### src/rtl/s16x4a_bus_responder_if.sv
// 16-bit word bus between one initiator and one memory-mapped responder.
// Latency: none, this is only a bundle of wires.
// Backpressure: the responder stretches a cycle by withholding ack_o; abort_o is valid only with ack_o.
interface s16x4a_bus_responder_if;
    logic [15:1] adr_i;
    logic        cyc_i;
    logic        stb_i;
    logic        we_i;
    logic [1:0]  sel_i;
    logic        vda_i;
    logic        vpa_i;
    logic [15:0] dat_i;
    logic [15:0] dat_o;
    logic        ack_o;
    logic        abort_o;

    modport master (
        output adr_i, cyc_i, stb_i, we_i, sel_i, vda_i, vpa_i, dat_i,
        input  dat_o, ack_o, abort_o
    );

    modport slave (
        input  adr_i, cyc_i, stb_i, we_i, sel_i, vda_i, vpa_i, dat_i,
        output dat_o, ack_o, abort_o
    );
endinterface

### src/rtl/s16x4a_bus_responder.sv
// Word-addressed RAM responder with a write-protected low region and a fixed wait count.
// Latency: ack_o is high in the (WAIT+1)th cycle after the request edge; one access per WAIT+2 cycles.
// Backpressure: dropping cyc_i/stb_i during the wait cancels the access; the initiator sees no ack.
module s16x4a_bus_responder #(
    parameter logic [15:0] BASE       = 16'h0000,
    parameter int          DEPTH_LOG2 = 8,
    parameter int          WAIT       = 1,
    parameter int          ROM_WORDS  = 16
) (
    input  logic                     clk_i,
    input  logic                     res_i,
    s16x4a_bus_responder_if.slave    bus
);

    localparam int DEPTH = 1 << DEPTH_LOG2;

    // Wait counter preload; with WAIT=0 the counter is never used.
    localparam logic [3:0] WCNT_LOAD = (WAIT > 0) ? 4'(WAIT - 1) : 4'd0;

    typedef enum logic [1:0] {
        ST_IDLE,
        ST_WAIT,
        ST_ACK
    } state_t;

    state_t                  state_q;
    state_t                  state_nxt;
    logic [3:0]              wcnt_q;
    logic [3:0]              wcnt_nxt;

    // Request attributes latched at the request edge.
    logic [DEPTH_LOG2-1:0]   cap_idx_q;
    logic                    cap_we_q;
    logic [1:0]              cap_sel_q;
    logic [15:0]             cap_dat_q;

    // Registered outputs.
    logic                    ack_q;
    logic                    abort_q;
    logic [15:0]             dat_q;

    logic [15:0]             ram [DEPTH];

    logic                    hit;
    logic                    req;
    logic                    active;
    logic                    cap_ld;
    logic                    enter_ack;

    // Operands of the access completing this edge: straight from the bus on a
    // zero-wait hit in IDLE, otherwise from the capture registers.
    logic [DEPTH_LOG2-1:0]   acc_idx;
    logic                    acc_we;
    logic [1:0]              acc_sel;
    logic [15:0]             acc_dat;
    logic                    acc_rom;
    logic                    wr_en;

    // The qualifiers carry no meaning for this responder.
    logic                    unused_qual;
    assign unused_qual = bus.vda_i ^ bus.vpa_i;

    // Window decode on the address bits above the RAM index.
    generate
        if (DEPTH_LOG2 >= 15) begin : g_full_window
            assign hit = 1'b1;
        end else begin : g_window
            assign hit = (bus.adr_i[15:DEPTH_LOG2+1] == BASE[15:DEPTH_LOG2+1]);
        end
    endgenerate

    assign active = bus.cyc_i & bus.stb_i;
    assign req    = active & hit;

    // Next-state logic: request sampling, wait countdown, cancellation, one-cycle ack.
    always_comb begin
        state_nxt = state_q;
        wcnt_nxt  = wcnt_q;
        cap_ld    = 1'b0;
        enter_ack = 1'b0;
        case (state_q)
            ST_IDLE: begin
                if (req) begin
                    cap_ld = 1'b1;
                    if (WAIT == 0) begin
                        state_nxt = ST_ACK;
                        enter_ack = 1'b1;
                    end else begin
                        state_nxt = ST_WAIT;
                        wcnt_nxt  = WCNT_LOAD;
                    end
                end
            end
            ST_WAIT: begin
                if (!active) begin
                    // Initiator gave up: no write, no ack.
                    state_nxt = ST_IDLE;
                    wcnt_nxt  = 4'd0;
                end else if (wcnt_q == 4'd0) begin
                    state_nxt = ST_ACK;
                    enter_ack = 1'b1;
                end else begin
                    wcnt_nxt = wcnt_q - 4'd1;
                end
            end
            ST_ACK: begin
                state_nxt = ST_IDLE;
            end
            default: begin
                state_nxt = ST_IDLE;
                wcnt_nxt  = 4'd0;
            end
        endcase
    end

    // Select the operands of the access that enters ACK at this edge.
    always_comb begin
        if (state_q == ST_IDLE) begin
            acc_idx = bus.adr_i[DEPTH_LOG2:1];
            acc_we  = bus.we_i;
            acc_sel = bus.sel_i;
            acc_dat = bus.dat_i;
        end else begin
            acc_idx = cap_idx_q;
            acc_we  = cap_we_q;
            acc_sel = cap_sel_q;
            acc_dat = cap_dat_q;
        end
    end

    assign acc_rom = (32'(acc_idx) < 32'(ROM_WORDS));

    // A write held in reset must not land in the RAM, which has no reset of its own.
    assign wr_en = enter_ack & acc_we & ~acc_rom & res_i;

    // FSM state, capture registers and registered bus outputs.
    always_ff @(posedge clk_i or negedge res_i) begin
        if (!res_i) begin
            state_q   <= ST_IDLE;
            wcnt_q    <= 4'd0;
            cap_idx_q <= '0;
            cap_we_q  <= 1'b0;
            cap_sel_q <= 2'b00;
            cap_dat_q <= 16'h0000;
            ack_q     <= 1'b0;
            abort_q   <= 1'b0;
            dat_q     <= 16'h0000;
        end else begin
            state_q <= state_nxt;
            wcnt_q  <= wcnt_nxt;
            if (cap_ld) begin
                cap_idx_q <= bus.adr_i[DEPTH_LOG2:1];
                cap_we_q  <= bus.we_i;
                cap_sel_q <= bus.sel_i;
                cap_dat_q <= bus.dat_i;
            end
            ack_q   <= enter_ack;
            abort_q <= enter_ack & acc_we & acc_rom;
            // Full word regardless of sel; zero whenever not acking.
            dat_q   <= enter_ack ? ram[acc_idx] : 16'h0000;
        end
    end

    // Byte-lane RAM write on entry to ACK; contents survive reset.
    always_ff @(posedge clk_i) begin
        if (wr_en) begin
            if (acc_sel[0]) begin
                ram[acc_idx][7:0] <= acc_dat[7:0];
            end
            if (acc_sel[1]) begin
                ram[acc_idx][15:8] <= acc_dat[15:8];
            end
        end
    end

    assign bus.ack_o   = ack_q;
    assign bus.abort_o = abort_q;
    assign bus.dat_o   = dat_q;

endmodule

### src/flat_wrapper.sv
// flat-port wrapper written by rule: the top's interface ports become plain ports
module s16x4a_bus_responder_flat 
#(
    parameter logic [15:0] BASE       = 16'h0000,
    parameter int          DEPTH_LOG2 = 8,
    parameter int          WAIT       = 1,
    parameter int          ROM_WORDS  = 16
)
  (clk_i, res_i, bus_adr_i, bus_cyc_i, bus_stb_i, bus_we_i, bus_sel_i, bus_vda_i, bus_vpa_i, bus_dat_i, bus_dat_o, bus_ack_o, bus_abort_o);
  s16x4a_bus_responder_if bus_i ();
  input  logic clk_i;
  input  logic res_i;
  input wire logic [$bits(bus_i.adr_i)-1:0] bus_adr_i;
  input wire logic [$bits(bus_i.cyc_i)-1:0] bus_cyc_i;
  input wire logic [$bits(bus_i.stb_i)-1:0] bus_stb_i;
  input wire logic [$bits(bus_i.we_i)-1:0] bus_we_i;
  input wire logic [$bits(bus_i.sel_i)-1:0] bus_sel_i;
  input wire logic [$bits(bus_i.vda_i)-1:0] bus_vda_i;
  input wire logic [$bits(bus_i.vpa_i)-1:0] bus_vpa_i;
  input wire logic [$bits(bus_i.dat_i)-1:0] bus_dat_i;
  output wire logic [$bits(bus_i.dat_o)-1:0] bus_dat_o;
  output wire logic [$bits(bus_i.ack_o)-1:0] bus_ack_o;
  output wire logic [$bits(bus_i.abort_o)-1:0] bus_abort_o;
  assign bus_i.adr_i = bus_adr_i;
  assign bus_i.cyc_i = bus_cyc_i;
  assign bus_i.stb_i = bus_stb_i;
  assign bus_i.we_i = bus_we_i;
  assign bus_i.sel_i = bus_sel_i;
  assign bus_i.vda_i = bus_vda_i;
  assign bus_i.vpa_i = bus_vpa_i;
  assign bus_i.dat_i = bus_dat_i;
  assign bus_dat_o = bus_i.dat_o;
  assign bus_ack_o = bus_i.ack_o;
  assign bus_abort_o = bus_i.abort_o;
  s16x4a_bus_responder #(.BASE(BASE), .DEPTH_LOG2(DEPTH_LOG2), .WAIT(WAIT), .ROM_WORDS(ROM_WORDS)) u_core (.clk_i(clk_i), .res_i(res_i), .bus(bus_i));
endmodule
### config.mk
export PLATFORM = sky130hd
export DESIGN_NAME = s16x4a_bus_responder_flat
export DESIGN_NICKNAME = d
export VERILOG_FILES = /design/src/rtl/s16x4a_bus_responder_if.sv /design/src/rtl/s16x4a_bus_responder.sv /design/src/flat_wrapper.sv
export SDC_FILE = /design/constraint.sdc
export NUM_CORES = 2
export LEC_CHECK = 0
export CAP_MARGIN = 30
export CORE_UTILIZATION = 25
export DETAILED_ROUTE_END_ITERATION = 8
export SYNTH_ARGS = -nofsm -noshare
export SYNTH_HDL_FRONTEND = slang
export SYNTH_SLANG_ARGS = --single-unit
export TNS_END_PERCENT = 5
### constraint.sdc
create_clock -name clk_i -period 5.6 [get_ports clk_i]
set_clock_uncertainty 0.15 [all_clocks]
set_input_delay 1.4 -clock clk_i [delete_from_list [all_inputs] [get_ports clk_i]]
set_output_delay 1.4 -clock clk_i [all_outputs]
set_load 0.03 [all_outputs]
After elaboration in Yosys (flattened, before gate mapping)
Memories as Yosys holds them, arrays and structs flattened.
Cells that the tools add are included.

word-level totals
  flip-flop bits (word level) = 51
  memories = 1
  output and inout bits = 18
  RAM bits = 4096
  logic and storage cells = 54
  input bits = 40

memories
  memory      depth  width  read ports  clocked after Yosys merged registers in  write ports  RTL line                    RTL
  u_core.ram  256    16     1           0                                        1            s16x4a_bus_responder.sv:42  logic [15:0] ram [DEPTH];

cells by class
  reduce and logical (&&, ||, !) cells = 5
  order comparisons = 1
  muxes and demuxes = 24
  eq/ne operators = 5
  add/sub/neg operators = 1
  bitwise gates (word level) = 8

operators by type and width
  cell                   number
  $mux W16               2
  $mux W1                12
  $mux W4                3
  $pmux W4 S3            1
  $lt A8 B5 Y1 const B   1
  $mux W2                4
  $mux W8                1
  $logic_not A7 Y1       1
  $and A1 B1 Y1          6
  $ne A3 B3 Y1 const B   2
  $logic_not A4 Y1       1
  $pmux W2 S2            1
  $sub A4 B1 Y4 const B  1
  $reduce_and A3 Y1      1
  $eq A2 B1 Y1 const B   1
  $eq A2 B2 Y1 const B   1
  $logic_not A2 Y1       1
  $ne A2 B1 Y1 const B   1
  $not A1 Y1             2
  $reduce_and A2 Y1      1

Longest topological paths before layout
  depth in word-level cells = 9
  gate-level depth with buffers = 13
  depth with buffers taken out = 8

Worst setup path after synthesis
OpenSTA, ideal clock, no wires.

  path type = register to register
  from = reg u_core.state_q[1]
  to = mem u_core.ram[0][10] (data pin)
  period minus slack after synthesis = 5.506 ns
  arrival = 4.533 ns
  slack = 0.094 ns
  library setup time = 0.823 ns
  required time = 4.627 ns
  stages on the path, launching flop included = 7
  path buffers = 3
  path through = dfrtp_1 -> nor2_2 -> buf_2 -> buf_2 -> clkbuf_1 -> nand2_1 -> nand2_1

on the way
  word-level cells in the longest chain between the ends = 2

RTL lines
  item                    RTL line                     RTL
  start, declared         s16x4a_bus_responder.sv:26   state_t state_q;
  start signal, assigned  s16x4a_bus_responder.sv:149  state_q <= state_nxt;
  $logic_not A2 Y1        s16x4a_bus_responder.sv:118  if (state_q == ST_IDLE) begin
  $mux W16                s16x4a_bus_responder.sv:118
  via u_core.acc_dat[10]  s16x4a_bus_responder.sv:55   logic [15:0] acc_dat;
  end, declared           s16x4a_bus_responder.sv:42

The timed path passes the listed nets, and every way through them passes these cells.

Final worst setup path
  from = reg u_core.state_q[1]
  to = reg u_core.dat_q[11] (netlist: u_core.bus.dat_o[11])

on the way
  word-level cells in the longest chain between the ends = 4
  elaborated cells between the ends (all ways) = 6
  classes of those cells = eq/ne (1); mux (3); reduce/logical (1); memory (1)

RTL lines
  item                  RTL line                     RTL
  $logic_not A2 Y1      s16x4a_bus_responder.sv:118
  $mux W8               s16x4a_bus_responder.sv:118
  $mem_v2 Z256 W16      n/a
  $mux W16 *            s16x4a_bus_responder.sv:160  dat_q <= enter_ack ? ram[acc_idx] : 16'h0000;
  end signal, assigned  s16x4a_bus_responder.sv:160
  end, declared         s16x4a_bus_responder.sv:40   logic [15:0] dat_q;

Every way passes the cells marked *; elsewhere a longest branch is shown, timed or not.
A chain may end at the register's enable or synchronous reset.

==> metrics.md <==
| Metric | Value |
|---|---|
| Final period util | 87.8% |
| Initial Util | 25.1% |
| Leading area contributor after synthesis | edfxtp_1 |
| IO Pins | 58 |
| Die height | 780 um |
| Die Area | 609000 um2 |
| RSZ-0062 raised after global routing | no |
| Global route overflow | 0 |
| Total Routed Length | 426000 um |
| Worst hold path type | reg -> reg |
| Cell area power density | 357 nW/um2 |
| Post-DP Area | 167000 um2 |
| Worst r2r src | u_core.state_q[1] |
| Input/output buffers | 55 |
| Most used DFF post-synth | edfxtp_1 |
| Top post-synthesis cells by area | edfxtp_1, o22ai_1, o21ai_0, a41oi_1, nor2_1 |
| Fin crit period | 4.92 ns |
| Post-route setup slack | 0.683 ns |
| VDD IR max | 291 uV |
| Initial antenna violation count | 16 |
| CTS root buffer | clkbuf_16 |
| Min-delay src | u_core.cap_dat_q[4] |
| DRT Pass-1 Iters | 5 |
| Crit Path Max Fanout | 37 |
| Fmax | 203 MHz |
| Fin area | 181000 um2 |
| Status | completed |
| Top-area cell type share of the netlist area | 81.3% |
| Vias in the first global route | 86900 |
| Seq cells post-synth | 4147 |
| GRT Total Usage | 13.2% |
| Lkg Pwr | 0.0544 uW |
| Number of synthesized flops with an enable pin | 4096 |
| WP data required | 6.32 ns |
| Fillers | 59000 |
| Crit Path Category | reg -> reg |
| Die X | 780 um |
| Yosys warning total | 0 |
| Via count | 89900 |
| Largest net degree at the start of global routing | 125 |
| Post-DP HPWL | 251000 um |
| TritonCTS buffer count | 419 |
| First-pass GRT wire length | 610000 um |
| Layout cells sized above 1 | 13.6% |
| Worst setup SP type | flop |
| DRC Markers | 0 |
| DR vias/cell | 4.96 |
| Seq/Total Area, Yosys | 82.1% |
| WL per Instance | 23.5 um |
| Post-Syn Area per Cell | 16.8 um2 |
| Core Area | 603000 um2 |
| Resized cells post-CTS | 0 |
| Synth cell count leaders | edfxtp_1, o22ai_1, o21ai_0, nor2_1, buf_2 |
| Critical path capture point type | flop |
| Max-slew headroom | 31.2% |
| P&R area growth vs syn | 19.4% |
| Final GP Congestion | 0.828 |
| Mapped Cells | 9006 |
| Row cnt | 285 |
| WP data arrival | 5.63 ns |
| Hold Vio Cnt, Final | 0 |
| Maximum capacitance violations | 0 |
| Netlist Area Pre-Place | 151000 um2 |
| Most frequent cell after synthesis | edfxtp_1 |
| Later-pin clock latency in the skew report | 0.97 ns |
| First DRT Iteration DRCs | 11800 |
| CTS tree | done |
| Asr flop ratio synth | 1.23% |
| Pre-CTS setup slack | -0.183 ns |
| Clock Sinks | 4147 |
| Number of hold buffers added after cts | 0 |
| Post-CTS Repair Setup Buffers | 0 |
| Post-route ant nets | 0 |
| Final setup fails | 0 |
| Measured slew at the worst slew-check pin | 1.03 ns |
| Post-synth cell types | 47 |
| Max Slew Vio Count | 0 |
| Reg clk slew, reported paths | 0.06 ns |
| Maximum clock path buffer count | 4 |
| CP Launch Point | u_core.state_q[1] |
| Fin nets | 9792 |
| CTS H-Tree Depth | 5 |
## layout by cell type, fill, tap and decap left out, drive strengths merged, types with 5 or more instances in the layout
cell type / netlist / routed
nand2: 100 / 100
buf: 371 / 711
mux2i: 5 / 5
or2: 6 / 6
o211ai: 7 / 7
dfrtp: 51 / 51
clkbuf: 326 / 513
nor2: 512 / 512
mux2: 26 / 26
clkdlybuf4s50: 0 / 54
bufinv: 0 / 31
edfxtp: 4096 / 4096
nand3: 10 / 10
nor4: 60 / 60
nand4: 9 / 9
inv: 8 / 25
a31oi: 7 / 7
a41oi: 247 / 247
o22ai: 2066 / 2066
conb: 1 / 256
o21ai: 1039 / 1039
clkinv: 0 / 176
nor3: 12 / 12
clkinvlp: 0 / 14
nand2b: 18 / 18
## cells by family after synthesis
kind of cell             count (synthesis)  share of synthesized area, %
AO/OA/AOI/OAI                         3380                          13.5
AND/OR/NAND/NOR                        740                          2.05
adder cells (fa/ha/maj)                  2                        0.0165
buffers and inverters                  705                          2.06
other                                    1                       0.00248
multiplexers                            31                         0.226
flip-flops                            4147                          82.1
## stage by stage
step	TNS, ns	utilization [%]	total power (uW)	instances	hold slack (ns)
after floorplan	0	-	36500	9261	0.322
after global placement	-0.140	27.8	37900	17400	0.338
final	0	30.0	64500	18100	0.355
after global routing	0	30.0	66100	18100	0.367
after CTS	0	30.0	64700	18100	0.358
after detailed placement	-0.183	27.8	38000	17400	0.344
## worst max-delay path, cell delays in order, from the launching register on
cell	delay (ns)
dfrtp_1	0.45
or2_1	0.53
buf_4	0.34
a21oi_4	0.54
buf_12	0.23
buf_12	0.25
buf_12	0.24
o22ai_1	0.12
o21ai_0	0.22
a41oi_1	0.25
nor4_1	0.37
buf_4	0.22
o22ai_1	0.09
nor3_1	0.42
buf_4	0.29
## final cells by class
cell class	count	area (um2)	area share, %
diodes	3	7.51	0.00415
clock buffers	513	11000	6.09
clock inverters	238	2190	1.21
well taps	8036	10100	5.56
inverters	8	30.0	0.0166
flip-flops and latches	4147	124000	68.8
repair buffers	765	7760	4.30
multi-input cells	4409	25400	14.0
## registers in the layout, summed over array words and instances, names as in the netlist
register,flops
u_core.bus.abort_o,1
u_core.bus.ack_o,1
u_core.bus.dat_o,16
u_core.cap_dat_q,16
u_core.cap_idx_q,8
u_core.cap_sel_q,2
u_core.cap_we_q,1
u_core.ram,4096
u_core.state_q,2
u_core.wcnt_q,4
## report_power, final
part	leakage, uW	internal, uW	switching, uW
registers	0.0377	34200	33.3
logic	0.0102	862	2220
clock network	0.00645	15400	11700
total	0.0544	50500	14000
## path summary, 6_finish.rpt
path | slack (ns) | endpoint | cells past startpoint
setup / recovery | 0.68 | u_core.bus.dat_o[11] | 14
hold / removal | 0.36 | u_core.cap_dat_q[4] | 1
setup reg to reg | 0.68 | u_core.bus.dat_o[11] | 14
hold reg to reg | 0.36 | u_core.cap_dat_q[4] | 1
max in group asynchronous | 4.15 | u_core.bus.dat_o[14] | 2
min in group asynchronous | 0.54 | u_core.cap_dat_q[5] | 2
## layer usage
| layer | wire length [um] | global-route usage [%] |
|---|---|---|
| met5 | 14 | 0 |
| met2 | 194000 | 20.7 |
| met3 | 41200 | 2.59 |
| met4 | 14800 | 4.44 |
| met1 | 176000 | 18.4 |
Note: power is estimated with default switching activity, not from simulation.
